[src/rtl/lc3b_types_pkg.sv]
// lc3b_types: shared LC-3b decode/execute types.
//   lc3b_word          16-bit datapath word
//   lc3b_control_word  control ROM output carried down the pipeline
//   id_ex_payload_t    everything the ID/EX boundary hands to execute
//   CTRL_BUBBLE        control word of an empty slot (all zero, so no side effects)
package lc3b_types;

  localparam int unsigned LC3B_WORD_W = 16;

  typedef logic [LC3B_WORD_W-1:0] lc3b_word;

  typedef enum logic [3:0] {
    op_br   = 4'b0000,
    op_add  = 4'b0001,
    op_ldb  = 4'b0010,
    op_stb  = 4'b0011,
    op_jsr  = 4'b0100,
    op_and  = 4'b0101,
    op_ldr  = 4'b0110,
    op_str  = 4'b0111,
    op_rti  = 4'b1000,
    op_not  = 4'b1001,
    op_ldi  = 4'b1010,
    op_sti  = 4'b1011,
    op_jmp  = 4'b1100,
    op_shf  = 4'b1101,
    op_lea  = 4'b1110,
    op_trap = 4'b1111
  } lc3b_opcode;

  typedef enum logic [2:0] {
    alu_add  = 3'd0,
    alu_and  = 3'd1,
    alu_not  = 3'd2,
    alu_pass = 3'd3,
    alu_sll  = 3'd4,
    alu_srl  = 3'd5,
    alu_sra  = 3'd6
  } lc3b_aluop;

  typedef struct packed {
    lc3b_opcode opcode;
    lc3b_aluop  aluop;
    logic       load_regfile;
    logic       load_cc;
    logic       mem_read;
    logic       mem_write;
    logic       br_en;
  } lc3b_control_word;

  typedef struct packed {
    lc3b_control_word ctrl;
    lc3b_word         pc;
    lc3b_word         ir;
    lc3b_word         sr1;
    lc3b_word         sr2;
  } id_ex_payload_t;

  localparam lc3b_control_word CTRL_BUBBLE = '0;

endpackage

[src/rtl/id_ex_skid_stage_slot.sv]
// id_ex_slot: one payload register plus its valid bit.
//   clk, reset     clock, async active-high reset (payload and valid to 0)
//   load_i         capture d_i and set valid
//   clear_i        drop valid (payload kept unless zero_ctrl_i)
//   zero_ctrl_i    force the held control word to CTRL_BUBBLE
//   d_i / q_o      payload in / held payload out
//   valid_o        slot holds an instruction
// load_i wins over clear_i/zero_ctrl_i; the transfer policy lives in the top.
module id_ex_slot
  import lc3b_types::*;
(
  input  logic           clk,
  input  logic           reset,
  input  logic           load_i,
  input  logic           clear_i,
  input  logic           zero_ctrl_i,
  input  id_ex_payload_t d_i,
  output id_ex_payload_t q_o,
  output logic           valid_o
);

  id_ex_payload_t data_q, data_d;
  logic           valid_q, valid_d;

  always_comb begin
    data_d  = data_q;
    valid_d = valid_q;
    if (load_i) begin
      data_d  = d_i;
      valid_d = 1'b1;
    end else begin
      if (clear_i)     valid_d = 1'b0;
      if (zero_ctrl_i) data_d.ctrl = CTRL_BUBBLE;
    end
  end

  always_ff @(posedge clk or posedge reset) begin
    if (reset) begin
      data_q  <= '0;
      valid_q <= 1'b0;
    end else begin
      data_q  <= data_d;
      valid_q <= valid_d;
    end
  end

  assign q_o     = data_q;
  assign valid_o = valid_q;

endmodule

[src/rtl/id_ex_skid_stage.sv]
// id_ex_skid_stage: ID/EX pipeline boundary with a 2-entry skid buffer.
// Main slot M drives execute; skid slot S catches the one instruction decode
// may send while execute is stalling, so in_ready is a plain register and
// out_ready never reaches decode combinationally.
//   clk, reset                    clock, async active-high reset
//   flush                         drop held and incoming instructions
//   in_valid/in_ready, in_*       decode side (ctrl, pc, ir, sr1, sr2)
//   out_valid/out_ready, out_*    execute side, driven from M
//   stall_cnt, bubble_cnt         saturating perf counters
// Build option: define ID_EX_PERF_EN to add stall_cnt/bubble_cnt.
module id_ex_skid_stage
  import lc3b_types::*;
#(
  parameter int unsigned WORD_W = 16,
  parameter int unsigned CNT_W  = 16
) (
  input  logic              clk,
  input  logic              reset,
  input  logic              flush,
  input  logic              in_valid,
  output logic              in_ready,
  input  lc3b_control_word  in_ctrl,
  input  logic [WORD_W-1:0] in_pc,
  input  logic [WORD_W-1:0] in_ir,
  input  logic [WORD_W-1:0] in_sr1,
  input  logic [WORD_W-1:0] in_sr2,
  output logic              out_valid,
  input  logic              out_ready,
  output lc3b_control_word  out_ctrl,
  output logic [WORD_W-1:0] out_pc,
  output logic [WORD_W-1:0] out_ir,
  output logic [WORD_W-1:0] out_sr1,
  output logic [WORD_W-1:0] out_sr2
`ifdef ID_EX_PERF_EN
  ,
  output logic [CNT_W-1:0]  stall_cnt,
  output logic [CNT_W-1:0]  bubble_cnt
`endif
);

  id_ex_payload_t in_pld, m_d, m_q, s_q;
  logic m_valid, s_valid;
  logic m_load, m_clear, m_zero;
  logic s_load, s_clear, s_zero;
  logic s_valid_d;
  logic in_ready_q, in_ready_d;
  logic accept, drain;

  always_comb begin
    in_pld.ctrl = in_ctrl;
    in_pld.pc   = in_pc;
    in_pld.ir   = in_ir;
    in_pld.sr1  = in_sr1;
    in_pld.sr2  = in_sr2;
  end

  assign accept = in_valid & in_ready_q;
  assign drain  = m_valid & out_ready;

  always_comb begin
    m_load    = 1'b0;
    m_clear   = 1'b0;
    m_zero    = 1'b0;
    m_d       = in_pld;
    s_load    = 1'b0;
    s_clear   = 1'b0;
    s_zero    = 1'b0;
    s_valid_d = s_valid;
    if (flush) begin
      m_clear   = 1'b1;
      m_zero    = 1'b1;
      s_clear   = 1'b1;
      s_zero    = 1'b1;
      s_valid_d = 1'b0;
    end else if (drain && s_valid) begin
      // in_ready is low whenever S is full, so no accept can collide here
      m_load    = 1'b1;
      m_d       = s_q;
      s_clear   = 1'b1;
      s_zero    = 1'b1;
      s_valid_d = 1'b0;
    end else if (accept && (!m_valid || drain)) begin
      m_load = 1'b1;
    end else if (accept) begin
      s_load    = 1'b1;
      s_valid_d = 1'b1;
    end else if (drain) begin
      m_clear = 1'b1;
      m_zero  = 1'b1;
    end
  end

  // in_ready mirrors next-cycle S emptiness; held low through reset.
  assign in_ready_d = ~s_valid_d;

  always_ff @(posedge clk or posedge reset) begin
    if (reset) in_ready_q <= 1'b0;
    else       in_ready_q <= in_ready_d;
  end

  id_ex_slot u_slot_m (
    .clk         (clk),
    .reset       (reset),
    .load_i      (m_load),
    .clear_i     (m_clear),
    .zero_ctrl_i (m_zero),
    .d_i         (m_d),
    .q_o         (m_q),
    .valid_o     (m_valid)
  );

  id_ex_slot u_slot_s (
    .clk         (clk),
    .reset       (reset),
    .load_i      (s_load),
    .clear_i     (s_clear),
    .zero_ctrl_i (s_zero),
    .d_i         (in_pld),
    .q_o         (s_q),
    .valid_o     (s_valid)
  );

  assign in_ready  = in_ready_q;
  assign out_valid = m_valid;
  assign out_ctrl  = m_q.ctrl;
  assign out_pc    = m_q.pc;
  assign out_ir    = m_q.ir;
  assign out_sr1   = m_q.sr1;
  assign out_sr2   = m_q.sr2;

`ifdef ID_EX_PERF_EN
  logic [CNT_W-1:0] stall_cnt_q, stall_cnt_d;
  logic [CNT_W-1:0] bubble_cnt_q, bubble_cnt_d;

  always_comb begin
    stall_cnt_d  = stall_cnt_q;
    bubble_cnt_d = bubble_cnt_q;
    if (m_valid && !out_ready && (stall_cnt_q != '1)) stall_cnt_d = stall_cnt_q + 1'b1;
    if (!m_valid && (bubble_cnt_q != '1))             bubble_cnt_d = bubble_cnt_q + 1'b1;
  end

  // Counters survive flush; only reset clears them.
  always_ff @(posedge clk or posedge reset) begin
    if (reset) begin
      stall_cnt_q  <= '0;
      bubble_cnt_q <= '0;
    end else begin
      stall_cnt_q  <= stall_cnt_d;
      bubble_cnt_q <= bubble_cnt_d;
    end
  end

  assign stall_cnt  = stall_cnt_q;
  assign bubble_cnt = bubble_cnt_q;
`else
  // CNT_W only sizes the perf counters; nothing to build without them.
  if (CNT_W == 0) begin : g_no_perf
  end
`endif

endmodule

[config.mk]
export PLATFORM = sky130hd
export DESIGN_NAME = id_ex_skid_stage
export DESIGN_NICKNAME = d
export VERILOG_FILES = /design/src/rtl/lc3b_types_pkg.sv /design/src/rtl/id_ex_skid_stage_slot.sv /design/src/rtl/id_ex_skid_stage.sv
export SDC_FILE = /design/constraint.sdc
export NUM_CORES = 1
export LEC_CHECK = 0
export BUFFER_PORTS_ARGS = -buffer_cell sky130_fd_sc_hd__buf_4
export CAP_MARGIN = 25
export CORE_UTILIZATION = 50
export DETAILED_ROUTE_END_ITERATION = 10
export GPL_TIMING_DRIVEN = 0
export PLACE_DENSITY = 0.78
export SLEW_MARGIN = 10
export SYNTH_ARGS = -nofsm -noshare
export SYNTH_HDL_FRONTEND = slang
export SYNTH_HIERARCHICAL = 1
export SYNTH_SLANG_ARGS = --single-unit
[constraint.sdc]
create_clock -name clk -period 3.15 [get_ports clk]
set_input_delay 0.63 -clock clk [delete_from_list [all_inputs] [get_ports clk]]
set_output_delay 0.63 -clock clk [all_outputs]
set_load 0.01 [all_outputs]
==> results of run 1 <==
## critical path, stage by stage (launching register included)
cell,delay [ns]
dfrtp_1,0.38
clkbuf_2,0.20
nand2_1,0.07
a221oi_1,0.34
buf_6,0.24
clkbuf_8,0.21
mux2_2,0.34
## path summary, 6_finish.rpt
check | from | to | slack, ns | cells after the start
worst min-delay path | reset | in_ready$_DFF_PP0_ | 0.09 | 2
worst max-delay path | u_slot_m/valid_o$_DFFE_PP0P_ | u_slot_m/q_o[63]$_DFFE_PP0P_ | 1.24 | 6
worst min register to register | u_slot_m/q_o[72]$_DFFE_PP0P_ | u_slot_m/q_o[72]$_DFFE_PP0P_ | 0.50 | 1
worst max register to register | u_slot_m/valid_o$_DFFE_PP0P_ | u_slot_m/q_o[63]$_DFFE_PP0P_ | 1.24 | 6
min in group clk | in_ctrl[6] | u_slot_s/q_o[70]$_DFFE_PP0P_ | 0.45 | 3
max in group asynchronous | reset | u_slot_m/q_o[41]$_DFFE_PP0P_ | 2.27 | 3
## sequential cells by signal, summed over array words and instances (netlist names)
register,flops
u_slot_m/valid_o,1
u_slot_s/q_o,76
u_slot_m/q_o,76
u_slot_s/valid_o,1
in_ready,1
## layout make-up
| cell class | count | area, µm² | share of cell area |
|---|---|---|---|
| multi-input cells | 249 | 2780 | 0.308 |
| clock inverters | 7 | 87.6 | 0.00970 |
| plain buffers | 27 | 289 | 0.0320 |
| well taps | 176 | 220 | 0.0244 |
| clock buffers | 24 | 502 | 0.0555 |
| flip-flops and latches | 155 | 3880 | 0.429 |
| inverters | 7 | 31.3 | 0.00346 |
| repair buffers | 160 | 1240 | 0.137 |
## routing by layer
layer / share of wire / GRT usage / vias to the layer above
li1: - / - / 1953
met1: 0.44 / 0.279 / 2203
met2: 0.49 / 0.348 / 119
met3: 0.071 / 0.0770 / 9
met4: 0.0074 / 0.0539 / 0
met5: 0 / 0 / -
## power by group
group | internal [mW] | switching [mW]
Combinational | 0.829 | 0.492
Clock | 1.26 | 0.752
Sequential | 2.52 | 0.272
## cells in the final DEF, fill, tap and decap left out, types with 3 or more instances in the layout
cell type,count
mux2_4,40
buf_6,19
o21ai_0,4
buf_2,3
nand2b_1,4
clkinv_2,4
clkbuf_16,17
dfrtp_1,155
clkbuf_8,9
a22o_1,20
mux2_2,164
buf_4,158
nand2_1,6
inv_1,5
## cell families after synthesis
group,Yosys count,share of synthesized area
AOI/OAI and AO/OA,30,0.0355
buffers and inverters,34,0.0452
DFF,155,0.556
muxes,204,0.351
and+or+nand+nor,15,0.0127
## stage by stage
step           std cells  TNS (ns)  setup slack [ns]  utilization
4_1_cts              805         0              1.25        0.674
5_1_grt              805         0              1.11        0.674
3_5_place_dp         774         0              1.04        0.630
2_1_floorplan        438         0             0.553            -
3_3_place_gp         772   -108.32            -0.745        0.626
6_report             805         0              1.24        0.674
==> impl_metrics.ini, run 1 <==
[status]
status = finished clean

[route]
drcViolationCount = 0
first_iter_violations = 175
drt.antenna.violating_nets = 0
via_count = 4284
dr.pass1.iters = 5
post_drt_wl_per_cell_um = 18.0
viasPerCell = 5.32
drt-total-wl_um = 14500

[yosys]
postSynthCellCount = 438
syn_nets = 519
yosysSeqAreaShare = 0.556
yosys-top-cells-count = mux2_2, dfrtp_1, mux2_4
syn_avg_cell_area_um2 = 15.9
yosys_warnings = 6
synth_top_area_frac = 0.556
synth_area_mm2 = 0.00698
ys_types = 21
yosysMostFrequentCell = mux2_2
synth_edf_count = 0
ys.flop_type = dfrtp_1
synth-seq-cells = 155
yosysTopAreaCell = dfrtp_1
synth_area_leaders = dfrtp_1, mux2_2, mux2_4, buf_6, a22o_1
async_flop_share = 1.00

[global_routing]
grt_overflow = 0
grt_usage = 0.217
grt_pass1_vias = 4638
grt_pass1_wl_um = 23700
grt_max_degree = 51
antenna_found_initial = 0

[clocking]
root_buffer = clkbuf_16
cts_setup_buffers = 0
cts_buffers = 17
clk_pin_slew_ns = 0.06
clock_latency_ns = 0.41
tritoncts = built
cts_htree_levels = 4
cts_hold_buf = 0
cts_num_sinks = 155
cts_resized = 0
ctsLongestPathBuffers = 2

[power_and_ir_drop]
power.leakage_nw = 4.33
peakVddDrop_mv = 0.466
power_mw = 6.12
p_per_area_mw_per_mm2 = 678

[timing]
hold_violations = 0
hold-worst-slack_ns = 0.0876
setup_viol = 0
rsz0062_at_grt = no
fin_crit_sh = 0.606
slew_headroom = 0.660
tightestPinTransition_ns = 0.509
drv_slew = 0
post-route-min-period_ns = 1.91
fmax_mhz = 524
final.setup_skew_ns = 0.00917

[placement]
placed_cell_area_mm2 = 0.00844
gp_congestion = 0.717
portBuffers = 158
dp_hpwl_um = 10200

[cells_and_area]
final_area_mm2 = 0.00903
fin_nets = 698
drive_above_1_share = 0.677
num-fill-cells = 970
antenna_cells = 0
syn_to_final_growth_pct = 29.5

[floorplan]
die_area_mm2 = 0.0144
start_util = 0.521
core_area_mm2 = 0.0134
die_w_um = 120
rows = 42
die_y_um = 120
pin_count = 159

[critical_path]
critPathMaxFanout = 10
crit_path_start_kind = register
criticalPathCategory = register to register
end_kind = register
cp_data_required_time_ns = 3.44
critical_path_arrival_ns = 2.20

[flow_run]
maxCapViolCount = 0

[min_path]
hp-class = input pin to async pin
Power figures use the tool's default switching activity.
==> run 2, diff against run 1 <==
==> constraint.sdc (replaced) <==
create_clock -name clk -period 1.8 [get_ports clk]
set_input_delay 0.36 -clock clk [delete_from_list [all_inputs] [get_ports clk]]
set_output_delay 0.36 -clock clk [all_outputs]
set_load 0.01 [all_outputs]
==> run 2 against run 1 <==
Fmax is 8.8% higher. Critical path type unchanged. Critical path depth is 1 higher. Final cell count is 2.4% higher. Clock-buffer cell count is 5 lower. Clock power is 79% higher. First-iteration DRC count is 16% lower. Clock skew is 0.0021 ns lower. Critical endpoint is now u_slot_m/q_o[7]$_DFFE_PP0P_. Die area stayed put. Via count is 1.9% higher. Setup slack worse by 1.2 ns. Sequential share of layout area is 2.2 points lower.
==> impl_metrics.ini, run 2 (synthesized netlist as in run 1, its figures left out) <==
[cells_and_area]
antenna_cells = 0
stdcell_count = 824
layout_common_cells = buf_4, dfrtp_1, mux2_2
syn_to_final_growth_pct = 36.6
fin_nets = 716
final_area_mm2 = 0.00953
drive_above_1_share = 0.693
mostFrequentLayoutCell = buf_4
utilization = 0.711

[placement]
portBuffers = 158
placed_cells = 776
gp_congestion = 0.769
placed_cell_area_mm2 = 0.00847
dpl_worst_slack_ns = -0.0827
dp_hpwl_um = 10400

[floorplan]
die_y_um = 120
die_area_mm2 = 0.0144
rows = 42
die_w_um = 120
pin_count = 159
core_area_mm2 = 0.0134
start_util = 0.521

[power_and_ir_drop]
power.leakage_nw = 4.63
power_mw = 11.1
switching_share = 0.250
seqPwrFrac = 0.442
clkPwrFrac = 0.325
p_per_area_mw_per_mm2 = 1160
p_int_mw = 8.30
comb_power_share = 0.233
power_switching_mw = 2.77
peakVddDrop_mv = 0.840

[clocking]
root_buffer = clkbuf_16
cts_buffers = 17
clock_latency_ns = 0.42
cts_num_sinks = 155
tritoncts = built
cts_htree_levels = 4
clk_pin_slew_ns = 0.06
ctsLongestPathBuffers = 2

[critical_path]
criticalPathCategory = register to register
cp_data_required_time_ns = 2.10
end_kind = register
critical_path_arrival_ns = 2.05
reg2reg_slack_ns = 0.05
crit_path_start_kind = register
critPathMaxFanout = 8

[route]
wl_met1_um = 6610
drcViolationCount = 0
drt-total-wl_um = 15500
met2WireLength_um = 7640
top_layer = met4
post_drt_wl_per_cell_um = 18.9
drt.antenna.violating_nets = 0
dr.pass1.iters = 4
first_iter_violations = 147
via_count = 4366
dr_wl_met3_um = 1180
viasPerCell = 5.30

[timing]
fin_crit_sh = 0.974
tightestPinTransition_ns = 0.508
post-route-min-period_ns = 1.75
fmax_mhz = 571
final.setup_skew_ns = 0.00702
rsz0062_at_grt = yes
setup-tns-final_ns = 0
hold-worst-slack_ns = 0.180
setup_ws_ns = 0.0474
hold_violations = 0
setup_viol = 0
drv_slew = 0
slew_headroom = 0.660

[global_routing]
grt_usage = 0.217
grt_max_degree = 36
grt_overflow = 0
grt_pass1_wl_um = 23800
antenna_found_initial = 0
grt_pass1_vias = 4642

[status]
status = finished clean

[flow_run]
maxCapViolCount = 0

[min_path]
hp-class = input pin to register
==> run 2: repair_timing <==
item | in CTS | in global routing
cloned | 0 | 6
endpoints found under the hold margin | 31 | 0
gates resized for setup | 11 | 56
pin swaps | 0 | 1
setup endpoints to repair | 102 | 66
hold buffers | 1 | 0
buffers inserted | 0 | 9
==> run 2: layout make-up <==
type	count	area, µm²
Buffer	27	358
Clock buffer	19	453
Clock inverter	13	149
Fill cell	877	3870
Inverter	7	33.8
Multi-Input combinational cell	249	2950
Sequential cell	155	3880
Tap cell	176	220
Timing Repair Buffer	178	1490
==> run 2: worst paths after layout <==
path / start / to / depth (start not counted)
max in group asynchronous: reset / u_slot_m/q_o[36]$_DFFE_PP0P_ / 5
worst min register to register: u_slot_s/q_o[75]$_DFFE_PP0P_ / u_slot_s/q_o[75]$_DFFE_PP0P_ / 1
worst min-delay path: in_sr2[5] / u_slot_s/q_o[5]$_DFFE_PP0P_ / 2
worst max register to register: u_slot_m/valid_o$_DFFE_PP0P_ / u_slot_m/q_o[7]$_DFFE_PP0P_ / 7
min in group asynchronous: reset / in_ready$_DFF_PP0_ / 3
worst max-delay path: u_slot_m/valid_o$_DFFE_PP0P_ / u_slot_m/q_o[7]$_DFFE_PP0P_ / 7
==> run 2: power groups by stage <==
stage / sequential [mW] / combinational [mW] / clock (mW)
6_report: 4.89 / 2.58 / 3.60
5_1_grt: 5.01 / 2.75 / 3.83
4_1_cts: 4.88 / 2.37 / 3.68
3_5_place_dp: 4.93 / 2.34 / 0
3_3_place_gp: 4.87 / 2.25 / 0
2_1_floorplan: 5.01 / 1.16 / 0
==> run 2: worst max-delay path, stage by stage, from the launching register on <==
cell	delay (ns)
dfrtp_1	0.38
buf_8	0.15
nand2_4	0.06
a221oi_4	0.27
buf_6	0.18
buf_8	0.14
buf_8	0.12
mux2_2	0.33
==> run 2: metal layers <==
layer / track usage / vias to the layer above
met3: 0.0756 / 13
li1: - / 1980
met2: 0.347 / 125
met4: 0.0688 / 0
met5: 0 / -
met1: 0.276 / 2248
